<file path="config.mk">
export PLATFORM = sky130hd
export DESIGN_NAME = dcache_interface_v2
export DESIGN_NICKNAME = d
export VERILOG_FILES = /design/src/rtl/drac_pkg.sv /design/src/rtl/dmem_req_queue.sv /design/src/rtl/dcache_interface_v2.sv
export SDC_FILE = /design/constraint.sdc
export NUM_CORES = 1
export LEC_CHECK = 0
export ABC_CLOCK_PERIOD_IN_PS = 6600
export BUFFER_PORTS_ARGS = -buffer_cell sky130_fd_sc_hd__buf_2
export CORE_UTILIZATION = 40
export CTS_BUF_LIST = sky130_fd_sc_hd__clkbuf_8
export CTS_CLUSTER_DIAMETER = 60
export DETAILED_ROUTE_END_ITERATION = 16
export SYNTH_ARGS = -nofsm -noshare
export SYNTH_HDL_FRONTEND = slang
export SYNTH_SLANG_ARGS = --single-unit
</file>
<file path="constraint.sdc">
create_clock -name clk_i -period 6.6 [get_ports clk_i]
set_clock_uncertainty 0.2 [all_clocks]
set_input_delay 1.65 -clock clk_i [delete_from_list [all_inputs] [get_ports clk_i]]
set_output_delay 1.65 -clock clk_i [all_outputs]
set_load 0.005 [all_outputs]
</file>
<file path="src/rtl/drac_pkg.sv">
// Shared types for the DRAC data-cache interface: tracking-buffer entry,
// interface FSM states and the DMEM exception vector.
package drac_pkg;

  localparam int unsigned ENTRY_ADDR_W      = 64;
  localparam int unsigned ENTRY_DATA_W      = 64;
  localparam int unsigned RETRY_W           = 4;
  localparam int unsigned MAX_RETRY_DEFAULT = 7;

  typedef enum logic [1:0] {
    RUN,
    REWIND,
    FENCE
  } dcache_if_state_t;

  typedef struct packed {
    logic ma_ld;
    logic ma_st;
    logic pf_ld;
    logic pf_st;
  } dmem_xcpt_t;

  typedef struct packed {
    logic [ENTRY_ADDR_W-1:0] addr;
    logic [ENTRY_DATA_W-1:0] data;
    logic                    we;
    logic [1:0]              size;
    logic                    fence;
    logic                    killed;
    logic [RETRY_W-1:0]      retry;
  } dcache_entry_t;

endpackage

</file>
<file path="src/rtl/dmem_req_queue.sv">
// In-order request tracking buffer: storage plus head/issue/tail pointers
// with push, pop, rewind (issue<-head) and truncate (tail<-issue).
module dmem_req_queue
  import drac_pkg::*;
#(
  parameter int unsigned DEPTH = 4
) (
  input  logic                      clk,
  input  logic                      rst,
  input  logic                      push,
  input  dcache_entry_t             push_entry,
  input  logic                      pop,
  input  logic                      issue_adv,
  input  logic                      rewind,
  input  logic                      truncate,
  input  logic                      retry_inc,
  output logic [$clog2(DEPTH):0]    head_ptr,
  output logic [$clog2(DEPTH):0]    issue_ptr,
  output logic [$clog2(DEPTH):0]    tail_ptr,
  output logic                      full,
  output logic                      head_killed,
  output logic [RETRY_W-1:0]        head_retry,
  output logic                      issue_fence,
  output logic                      nxt_pending,
  output logic [$clog2(DEPTH)-1:0]  nxt_tag,
  output logic [ENTRY_ADDR_W-1:0]   nxt_addr,
  output logic [ENTRY_DATA_W-1:0]   nxt_data,
  output logic                      nxt_we,
  output logic [1:0]                nxt_size,
  output logic                      nxt_fence
);

  localparam int unsigned TAG_W = $clog2(DEPTH);
  localparam int unsigned PW    = TAG_W + 1;

  dcache_entry_t mem [DEPTH];
  dcache_entry_t nxt_entry;
  logic [PW-1:0] head_n, issue_n, tail_n;

  // Kill is applied after the response update, so truncation uses the new issue pointer.
  always_comb begin
    head_n  = head_ptr + PW'(pop);
    issue_n = rewind ? head_n : issue_ptr + PW'(issue_adv);
    tail_n  = truncate ? issue_n : tail_ptr + PW'(push);
  end

  always_comb begin
    full        = (tail_ptr - head_ptr) == PW'(DEPTH);
    head_killed = mem[head_ptr[TAG_W-1:0]].killed;
    head_retry  = mem[head_ptr[TAG_W-1:0]].retry;
    issue_fence = mem[issue_ptr[TAG_W-1:0]].fence;
    nxt_pending = issue_n != tail_n;
    nxt_tag     = issue_n[TAG_W-1:0];
    // An entry pushed this cycle can already be the next one to issue.
    nxt_entry   = (push && issue_n == tail_ptr) ? push_entry : mem[nxt_tag];
    nxt_addr    = nxt_entry.addr;
    nxt_data    = nxt_entry.data;
    nxt_we      = nxt_entry.we;
    nxt_size    = nxt_entry.size;
    nxt_fence   = nxt_entry.fence;
  end

  always_ff @(posedge clk) begin
    if (rst) begin
      head_ptr  <= '0;
      issue_ptr <= '0;
      tail_ptr  <= '0;
    end else begin
      head_ptr  <= head_n;
      issue_ptr <= issue_n;
      tail_ptr  <= tail_n;
    end
  end

  always_ff @(posedge clk) begin
    if (rst) begin
      for (int unsigned i = 0; i < DEPTH; i++) mem[i] <= '0;
    end else begin
      if (truncate) begin
        for (int unsigned i = 0; i < DEPTH; i++) mem[i].killed <= 1'b1;
      end
      if (retry_inc) mem[head_ptr[TAG_W-1:0]].retry <= head_retry + RETRY_W'(1);
      if (push) mem[tail_ptr[TAG_W-1:0]] <= push_entry;
    end
  end

endmodule

</file>
<file path="src/rtl/dcache_interface_v2.sv">
// Bridge between the load/store unit and the DMEM port: in-order tracking,
// tag-matched responses, NACK rewind/replay, kill flush and fence ordering.
module dcache_interface_v2
  import drac_pkg::*;
#(
  parameter int unsigned DEPTH     = 4,
  parameter int unsigned ADDR_W    = 40,
  parameter int unsigned DATA_W    = 64,
  parameter int unsigned MAX_RETRY = MAX_RETRY_DEFAULT
) (
  input  logic                      clk_i,
  input  logic                      rst_i,
  input  logic                      req_valid_i,
  output logic                      req_ready_o,
  input  logic [ADDR_W-1:0]         req_addr_i,
  input  logic [DATA_W-1:0]         req_data_i,
  input  logic                      req_we_i,
  input  logic [1:0]                req_size_i,
  input  logic                      req_fence_i,
  input  logic                      req_kill_i,
  output logic                      resp_valid_o,
  output logic [DATA_W-1:0]         resp_data_o,
  output logic [$clog2(DEPTH)-1:0]  resp_tag_o,
  output logic [3:0]                resp_xcpt_o,
  output logic                      resp_err_o,
  output logic                      dmem_req_valid_o,
  input  logic                      dmem_req_ready_i,
  output logic [ADDR_W-1:0]         dmem_req_addr_o,
  output logic [DATA_W-1:0]         dmem_req_data_o,
  output logic                      dmem_req_we_o,
  output logic [1:0]                dmem_req_size_o,
  output logic [$clog2(DEPTH)-1:0]  dmem_req_tag_o,
  input  logic                      dmem_resp_valid_i,
  input  logic                      dmem_resp_nack_i,
  input  logic [$clog2(DEPTH)-1:0]  dmem_resp_tag_i,
  input  logic [DATA_W-1:0]         dmem_resp_data_i,
  input  logic [3:0]                dmem_xcpt_i,
  input  logic                      dmem_ordered_i
);

  localparam int unsigned TAG_W = $clog2(DEPTH);

  dcache_if_state_t state, state_n;
  dcache_entry_t    push_entry;
  dmem_xcpt_t       resp_xcpt_q;

  logic [TAG_W:0]          head_ptr, issue_ptr, tail_ptr;
  logic [TAG_W-1:0]        head_tag, nxt_tag;
  logic [RETRY_W-1:0]      head_retry;
  logic [ENTRY_ADDR_W-1:0] nxt_addr;
  logic [ENTRY_DATA_W-1:0] nxt_data;
  logic [1:0]              nxt_size;
  logic full, head_killed, issue_fence, nxt_pending, nxt_we, nxt_fence;
  logic accept, dmem_fire, resp_hit, req_valid_n;
  logic pop, issue_adv, rewind, truncate, retry_inc, emit, emit_data, emit_err;

  assign req_ready_o = !full && state == RUN && !req_kill_i;
  assign accept      = req_valid_i && req_ready_o;
  assign dmem_fire   = dmem_req_valid_o && dmem_req_ready_i;
  assign head_tag    = head_ptr[TAG_W-1:0];
  // Only an issued head can be answered; this also drops stale responses after reset.
  assign resp_hit    = dmem_resp_valid_i && head_ptr != issue_ptr && dmem_resp_tag_i == head_tag;
  assign resp_xcpt_o = resp_xcpt_q;

  always_comb begin
    push_entry       = '0;
    push_entry.addr  = ENTRY_ADDR_W'(req_addr_i);
    push_entry.data  = ENTRY_DATA_W'(req_data_i);
    push_entry.we    = req_we_i;
    push_entry.size  = req_size_i;
    push_entry.fence = req_fence_i;
  end

  dmem_req_queue #(
    .DEPTH (DEPTH)
  ) u_queue (
    .clk         (clk_i),
    .rst         (rst_i),
    .push        (accept),
    .push_entry  (push_entry),
    .pop         (pop),
    .issue_adv   (issue_adv),
    .rewind      (rewind),
    .truncate    (truncate),
    .retry_inc   (retry_inc),
    .head_ptr    (head_ptr),
    .issue_ptr   (issue_ptr),
    .tail_ptr    (tail_ptr),
    .full        (full),
    .head_killed (head_killed),
    .head_retry  (head_retry),
    .issue_fence (issue_fence),
    .nxt_pending (nxt_pending),
    .nxt_tag     (nxt_tag),
    .nxt_addr    (nxt_addr),
    .nxt_data    (nxt_data),
    .nxt_we      (nxt_we),
    .nxt_size    (nxt_size),
    .nxt_fence   (nxt_fence)
  );

  always_comb begin
    state_n   = state;
    pop       = 1'b0;
    rewind    = 1'b0;
    retry_inc = 1'b0;
    issue_adv = dmem_fire;
    emit      = 1'b0;
    emit_data = 1'b0;
    emit_err  = 1'b0;
    unique case (state)
      RUN:    if (issue_ptr != tail_ptr && issue_fence) state_n = FENCE;
      REWIND: state_n = RUN;
      FENCE: begin
        if (head_ptr == issue_ptr && dmem_ordered_i) begin
          pop       = 1'b1;
          issue_adv = 1'b1;
          emit      = 1'b1;
          state_n   = RUN;
        end
      end
      default: state_n = RUN;
    endcase
    if (resp_hit) begin
      if (head_killed) begin
        pop = 1'b1;
      end else if (!dmem_resp_nack_i) begin
        pop       = 1'b1;
        emit      = 1'b1;
        emit_data = 1'b1;
      end else if (head_retry < RETRY_W'(MAX_RETRY)) begin
        retry_inc = 1'b1;
        rewind    = 1'b1;
        state_n   = REWIND;
      end else begin
        pop      = 1'b1;
        rewind   = 1'b1;
        emit     = 1'b1;
        emit_err = 1'b1;
        state_n  = REWIND;
      end
    end
    truncate = req_kill_i;
    if (req_kill_i && state_n != REWIND) state_n = RUN;
    req_valid_n = state_n == RUN && nxt_pending && !nxt_fence;
  end

  always_ff @(posedge clk_i) begin
    if (rst_i) begin
      state            <= RUN;
      dmem_req_valid_o <= 1'b0;
      dmem_req_addr_o  <= '0;
      dmem_req_data_o  <= '0;
      dmem_req_we_o    <= 1'b0;
      dmem_req_size_o  <= '0;
      dmem_req_tag_o   <= '0;
      resp_valid_o     <= 1'b0;
      resp_data_o      <= '0;
      resp_tag_o       <= '0;
      resp_xcpt_q      <= '0;
      resp_err_o       <= 1'b0;
    end else begin
      state            <= state_n;
      dmem_req_valid_o <= req_valid_n;
      dmem_req_addr_o  <= req_valid_n ? ADDR_W'(nxt_addr) : '0;
      dmem_req_data_o  <= req_valid_n ? DATA_W'(nxt_data) : '0;
      dmem_req_we_o    <= req_valid_n && nxt_we;
      dmem_req_size_o  <= req_valid_n ? nxt_size : '0;
      dmem_req_tag_o   <= req_valid_n ? nxt_tag : '0;
      resp_valid_o     <= emit;
      resp_data_o      <= emit_data ? dmem_resp_data_i : '0;
      resp_tag_o       <= emit ? head_tag : '0;
      resp_xcpt_q      <= emit_data ? dmem_xcpt_t'(dmem_xcpt_i) : '0;
      resp_err_o       <= emit_err;
    end
  end

  resp_tag_is_head: assert property (@(posedge clk_i) disable iff (rst_i)
    (dmem_resp_valid_i && head_ptr != issue_ptr) |-> dmem_resp_tag_i == head_tag);

endmodule

</file>
Word level (Yosys, flattened, before mapping). Memories as Yosys holds them, arrays and structs flattened. A register that Yosys moved wholly into a read port is not among the register bits. Index checks and enable logic that the tools add are counted.

$add $sub $neg: 5. $lt $le $gt $ge: 1. Equality and inequality tests: 10. Muxes and demuxes: 51. Bitwise logic cells: 15. Reduce and logical (&&, ||, !) cells: 23.

Operator list (count): $mux W113 (2); $reduce_or A113 Y1 (1); $mux W1 (36); $mux W2 (10); $logic_and A1 B1 Y1 (13); $add A3 B1 Y3 (3); $ne A3 B3 Y1 (3); $not A1 Y1 (7); $eq A3 B3 Y1 (2); $mux W3 (2); $reduce_or A2 Y1 (3); $add A4 B1 Y4 const B (1); $eq A2 B2 Y1 (2); $logic_not A2 Y1 (2); $lt A4 B3 Y1 const B (1); $or A1 B1 Y1 (4); $pmux W2 S2 (1); $reduce_or A4 Y1 (1); $and A1 B1 Y1 (3); $eq A3 B3 Y1 const B (1); $logic_not A1 Y1 (3); $sub A3 B3 Y3 (1); $eq A2 B2 Y1 const B (1); $ne A2 B1 Y1 const B (1); $and A1 B1 Y1 const A (1).

Flip-flop bits (word level): 193. Bits in writable memories: 452. Output and inout bits: 183. Memories kept: 1.

Memory list: u_queue.mem (words 4, width 113, read ports 3, clocked after memory_dff 2, wr ports 5, line dmem_req_queue.sv:36) `dcache_entry_t mem [DEPTH];`.

Longest topological paths before layout.
Depth after elaboration: 17. Gate-level depth with buffers: 20. Mapped depth without buffers: 14.

By module. From an unflattened synthesis, not the netlist that was laid out.

Cell total of the unflattened synthesis: 2860. Area total of the unflattened synthesis: 32538.7 um^2.

Modules (own cells, without submodules): dmem_req_queue (instances 1, cells an instance 2299, area an instance 26629.3 um^2, sequential area each 16605.9 um^2); dcache_interface_v2 (instances 1, cells an instance 561, area an instance 5909.4 um^2, sequential area each 3683.5 um^2).

Least setup slack after synthesis. Ideal clock, no wire load.

Kind: input -> register. Start: input dmem_resp_tag_i[1]. End: register dmem_req_addr_o[33]. Library setup time: 0.086 ns. Arrival time: 4.573 ns. Required time: 6.314 ns. Slack: 1.741 ns. Cell stages on the path: 16. Cells stage by stage: xnor2_1 nand3_1 nand2b_1 o21bai_1 ha_1 and2_1 and4_1 and3_1 clkbuf_1 nor2_2 a221o_1 buf_2 buf_2 clkbuf_1 o21ai_0 a211oi_1.

Word-level cells in the longest chain between the ends: 12. Elaborated cells between the ends (all ways): 22.

RTL lines: from (decl) (line dcache_interface_v2.sv:35) `input logic [$clog2(DEPTH)-1:0] dmem_resp_tag_i,`; $eq A2 B2 Y1 (*) (line dcache_interface_v2.sv:62) `assign resp_hit = dmem_resp_valid_i && head_ptr != issue_ptr && dmem_resp_tag_i == head_tag;`; $logic_and A1 B1 Y1 (*) (line dcache_interface_v2.sv:62); $mux W1 (*) (line dcache_interface_v2.sv:124) `if (resp_hit) begin`; $add A3 B1 Y3 (*) (line dmem_req_queue.sv:42) `head_n = head_ptr + PW'(pop);`; named net u_queue.head_n[0] (line dmem_req_queue.sv:38) `logic [PW-1:0] head_n, issue_n, tail_n;`; $mux W3 (*) (line dmem_req_queue.sv:43) `issue_n = rewind ? head_n : issue_ptr + PW'(issue_adv);`; parallel branches: the longest is 7 deep, another holds $mem_v2 Z4 W113; to (signal assigned) (line dcache_interface_v2.sv:165) `dmem_req_addr_o <= req_valid_n ? ADDR_W'(nxt_addr) : '0;`; to (decl) (line dcache_interface_v2.sv:28) `output logic [ADDR_W-1:0] dmem_req_addr_o,`.

Mark *: on every way through the listed nets, which the timed path passes. A chain may end at the register's enable or synchronous reset.

Final worst setup path.
Start: register u_queue.head_ptr[1]. End: register dmem_req_tag_o[0].

Word-level cells in the longest chain between the ends: 17. Elaborated cells between the ends (all ways): 45.

RTL lines: from (decl) (line dmem_req_queue.sv:17) `output logic [$clog2(DEPTH):0] head_ptr,`; from (signal assigned) (line dmem_req_queue.sv:69) `head_ptr <= head_n;`; $eq A3 B3 Y1 (line dcache_interface_v2.sv:115) `if (head_ptr == issue_ptr && dmem_ordered_i) begin`; $logic_and A1 B1 Y1 (line dcache_interface_v2.sv:115); $mux W1 (line dcache_interface_v2.sv:115); $mux W1 (line dcache_interface_v2.sv:111) `unique case (state)`; $mux W1 (line dcache_interface_v2.sv:131) `end else if (head_retry < RETRY_W'(MAX_RETRY)) begin`; $mux W1 (line dcache_interface_v2.sv:127) `end else if (!dmem_resp_nack_i) begin`; $mux W1 (line dcache_interface_v2.sv:125) `if (head_killed) begin`; $mux W1 (line dcache_interface_v2.sv:124); $add A3 B1 Y3 (*) (line dmem_req_queue.sv:42); named net u_queue.head_n[1] (line dmem_req_queue.sv:38); $mux W3 (*) (line dmem_req_queue.sv:43); parallel branches: the longest is 4 deep, another holds $mem_v2 Z4 W113; $logic_and A1 B1 Y1 (*) (line dcache_interface_v2.sv:145) `req_valid_n = state_n == RUN && nxt_pending && !nxt_fence;`; $not A1 Y1 (no line) (*); $reduce_or A2 Y1 (no line) (*); to (signal assigned) (line dcache_interface_v2.sv:169) `dmem_req_tag_o <= req_valid_n ? nxt_tag : '0;`; to (decl) (line dcache_interface_v2.sv:32) `output logic [$clog2(DEPTH)-1:0] dmem_req_tag_o,`.

Marks and branches as above.

==> impl_metrics.json <==
{
  "worst_setup_hold_path_clk_slew_ps": 60,
  "drc": 0,
  "die_y_um": 269.9,
  "die-area_um2": 72840,
  "cts_sinks": 645,
  "wl_met1_um": 37560,
  "ys_seq_elements": 645,
  "wl_met2_um": 47200,
  "setup_violations": 0,
  "max_cap_violations": 0,
  "cts_tree": "built",
  "start_util_pct": 40.71,
  "syn_nets": 2673,
  "drive_above_1_share_pct": 21.66,
  "grt_pass1_vias": 22860,
  "viasPerCell": 5.961,
  "critPathMaxFanout": 38,
  "globalplace.congestion": 0.8638,
  "fin_ws_ps": 1121,
  "rsz0062_at_grt": "no",
  "cts_hold_buffers": 0,
  "dr.pass1.iters": 5,
  "crit_buf_inv": 3,
  "synth_warnings": 0,
  "port_buffers": 368,
  "p_leak_uw": 0.01258,
  "min_path_type": "flop to flop",
  "tightest_slew_ps": 1393,
  "wl_per_cell_um": 25.26,
  "ant_nets": 0,
  "maxSlewHeadroom_pct": 7.154,
  "final_nets": 2925,
  "post_cts_buffers": 0,
  "drtIter0Drc": 2041,
  "track_usage_pct": 25.44,
  "ctsRootBufferMaster": "clkbuf_8",
  "ys_seq_area_share_pct": 60.04,
  "reg2reg_depth": 16,
  "crit_slowest_cell": "dfxtp_1",
  "antenna_found_initial": 16,
  "post_cts_resized": 0,
  "hold_viol_final": 0,
  "fmax_mhz": 182.5,
  "dp_slack_ps": 853.1,
  "syn_area_um2": 28710,
  "syn2layout_area_growth_pct": 16.75,
  "async_flop_share_pct": 0,
  "grt_pass1_wl_um": 142400,
  "avgSynthCellArea_um2": 11.58,
  "synth_top_area_share_pct": 45.19,
  "end_kind": "flop",
  "cts_buffers": 110,
  "outcome": "completed",
  "cp_cell_sequence": "mux4_2 -> ha_1 -> a21oi_1 -> buf_4 -> nand2_1 -> nor2_1 -> o21bai_1 -> ha_1 -> ha_1 -> inv_1 -> nor4_2 -> or2_4 -> a32o_1 -> a21oi_4 -> buf_4 -> a2111oi_1",
  "synth_cells": 2478,
  "via_count": 22470,
  "synth_area_leaders": "edfxtp_1 45%, dfxtp_1 15%, and2_1 11%, o21ai_0 5.5%, a311oi_1 3.3%",
  "cp_common_cell": "ha_1",
  "grt_max_degree": 217,
  "dp.cells": 3558,
  "path_depth": 16,
  "synth_flop_cell": "edfxtp_1",
  "dr_wl_met3_um": 7867,
  "worstSetupPathType": "flop to flop",
  "core-area_um2": 70510,
  "clock_latency_ps": 720,
  "required_ps": 6980,
  "ioPinCount": 369,
  "synth_top_cell_by_area": "edfxtp_1",
  "dp_hpwl_um": 48200,
  "start_kind": "flop",
  "row_count": 97,
  "path_delay_family": "simple AND/OR/NAND/NOR gates",
  "hold_path_depth": 2,
  "final.fill_count": 6484,
  "totalNegativeSetupSlack_ps": 0,
  "crit_path_max_incr_delay_ps": 820,
  "worst-endpoint-arrival_ps": 5860,
  "totalWireLength_um": 95210,
  "timing.final.max_slew_violations": 0,
  "htree_levels": 3,
  "max-vdd-ir-drop_uv": 157.8,
  "gr-total-overflow": 0,
  "powerDensity_nw_per_um2": 274.2,
  "stdcell_count": 3770,
  "synth_cell_types": 59,
  "cts.path.max_buffers": 3,
  "period_share_pct": 83.02,
  "period_needed_ps": 5479,
  "maxUsedRoutingLayer": "met5",
  "synth_edf_count": 432,
  "dieWidth_um": 269.9
}
-- registers in the layout, summed over array words and instances, names as in the netlist --
register / flops
resp_tag_o: 2
u_queue.head_ptr: 3
state: 2
u_queue.issue_ptr: 3
dmem_req_we_o: 1
resp_err_o: 1
dmem_req_addr_o: 40
dmem_req_data_o: 64
u_queue.tail_ptr: 3
resp_data_o: 64
dmem_req_valid_o: 1
resp_valid_o: 1
dmem_req_size_o: 2
dmem_req_tag_o: 2
u_queue.mem: 452
resp_xcpt_o: 4
-- worst paths after layout --
| check | startpoint | slack [ps] | to |
|---|---|---|---|
| worst max-delay path | u_queue.head_ptr[1] | 1120 | dmem_req_tag_o[0] |
| worst min-delay path | u_queue.mem[3][3] | 270 | u_queue.mem[3][3] |
| worst max register to register | u_queue.head_ptr[1] | 1120 | dmem_req_tag_o[0] |
| worst min register to register | u_queue.mem[3][3] | 270 | u_queue.mem[3][3] |
-- metrics by stage --
step | area, µm² | utilization (%) | hold WS (ps) | total power [µW]
2_1_floorplan | 28710 | - | 233.2 | 5227
3_3_place_gp | 31300 | 44.39 | 247.4 | 5674
3_5_place_dp | 31300 | 44.39 | 264.4 | 5690
4_1_cts | 33500 | 47.51 | 273.0 | 9240
5_1_grt | 33510 | 47.52 | 299.2 | 9517
6_report | 33510 | 47.53 | 274.0 | 9189
-- where the power goes --
group / internal [µW] / total, µW / switching, µW
Sequential: 4470 / 4520 / 56.3
Clock: 1900 / 3570 / 1670
Combinational: 325 / 1100 / 775
Total: 6690 / 9190 / 2500
-- tightest hold or removal path, delay by kind of cell (launching register included) --
kind	cells	cell delay (ps)
AOI/OAI and AO/OA	1	60
DFF	1	310
and+or+nand+nor	1	50
-- kinds of logic after synthesis --
family | count (synthesis) | synth area share, %
AO/OA/AOI/OAI | 689 | 16.28
XOR/XNOR | 18 | 0.5492
adder cells (fa/ha/maj) | 9 | 0.3923
buffers and inverters | 286 | 4.123
flip-flops | 645 | 60.04
multiplexers | 9 | 0.5797
AND/OR/NAND/NOR | 822 | 18.03
-- cells in the final DEF (no fill, tap or decap), drive strengths merged, types with 5 or more instances in the layout --
master	n
and2	502
edfxtp	432
buf	418
o21ai	324
dfxtp	213
clkbuf	133
nand3	118
a211oi	111
a311oi	108
a32oi	108
nand4b	107
inv	53
nor2	36
clkinv	24
xnor2	12
nand2	12
a21oi	12
ha	9
nor3	9
or2	7
mux4	6
xor2	6
diode	5
a31oi	5
nor4	5
a2111oi	5
-- synth_stat cells, types with 4 or more instances --
| cell type | instances |
|---|---|
| nor3_1 | 8 |
| dfxtp_1 | 213 |
| or2_2 | 6 |
| clkbuf_1 | 227 |
| a211oi_1 | 110 |
| nor4_1 | 5 |
| a21oi_1 | 11 |
| nand2b_1 | 4 |
| a31oi_1 | 5 |
| inv_1 | 7 |
| nand3_1 | 118 |
| nand4b_1 | 107 |
| a311oi_1 | 108 |
| nor2_1 | 33 |
| ha_1 | 9 |
| buf_6 | 6 |
| o21ai_1 | 8 |
| xnor2_1 | 12 |
| buf_2 | 31 |
| and2_1 | 502 |
| buf_4 | 7 |
| xor2_1 | 6 |
| buf_1 | 7 |
| o21ai_0 | 316 |
| nand2_1 | 12 |
| nand3b_1 | 4 |
| mux4_2 | 6 |
| edfxtp_1 | 432 |
| a32oi_1 | 108 |
-- cell type report --
class / count / area (µm²) / share of cell area [%]
Clock buffer: 133 / 1831 / 5.462
Sequential cell: 645 / 17240 / 51.43
Timing Repair Buffer: 418 / 2470 / 7.370
Antenna cell: 5 / 12.51 / 0.03733
Multi-Input combinational cell: 1547 / 10390 / 31.00
Inverter: 8 / 30.03 / 0.08960
Tap cell: 940 / 1176 / 3.509
Clock inverter: 74 / 367.9 / 1.098
-- metal layers --
| metal | track usage, % | vias up |
|---|---|---|
| met3 | 4.748 | 203 |
| met5 | 0 | - |
| li1 | - | 9910 |
| met4 | 9.554 | 18 |
| met1 | 31.77 | 11230 |
| met2 | 43.56 | 1113 |
Power figures use the tool's default switching activity.
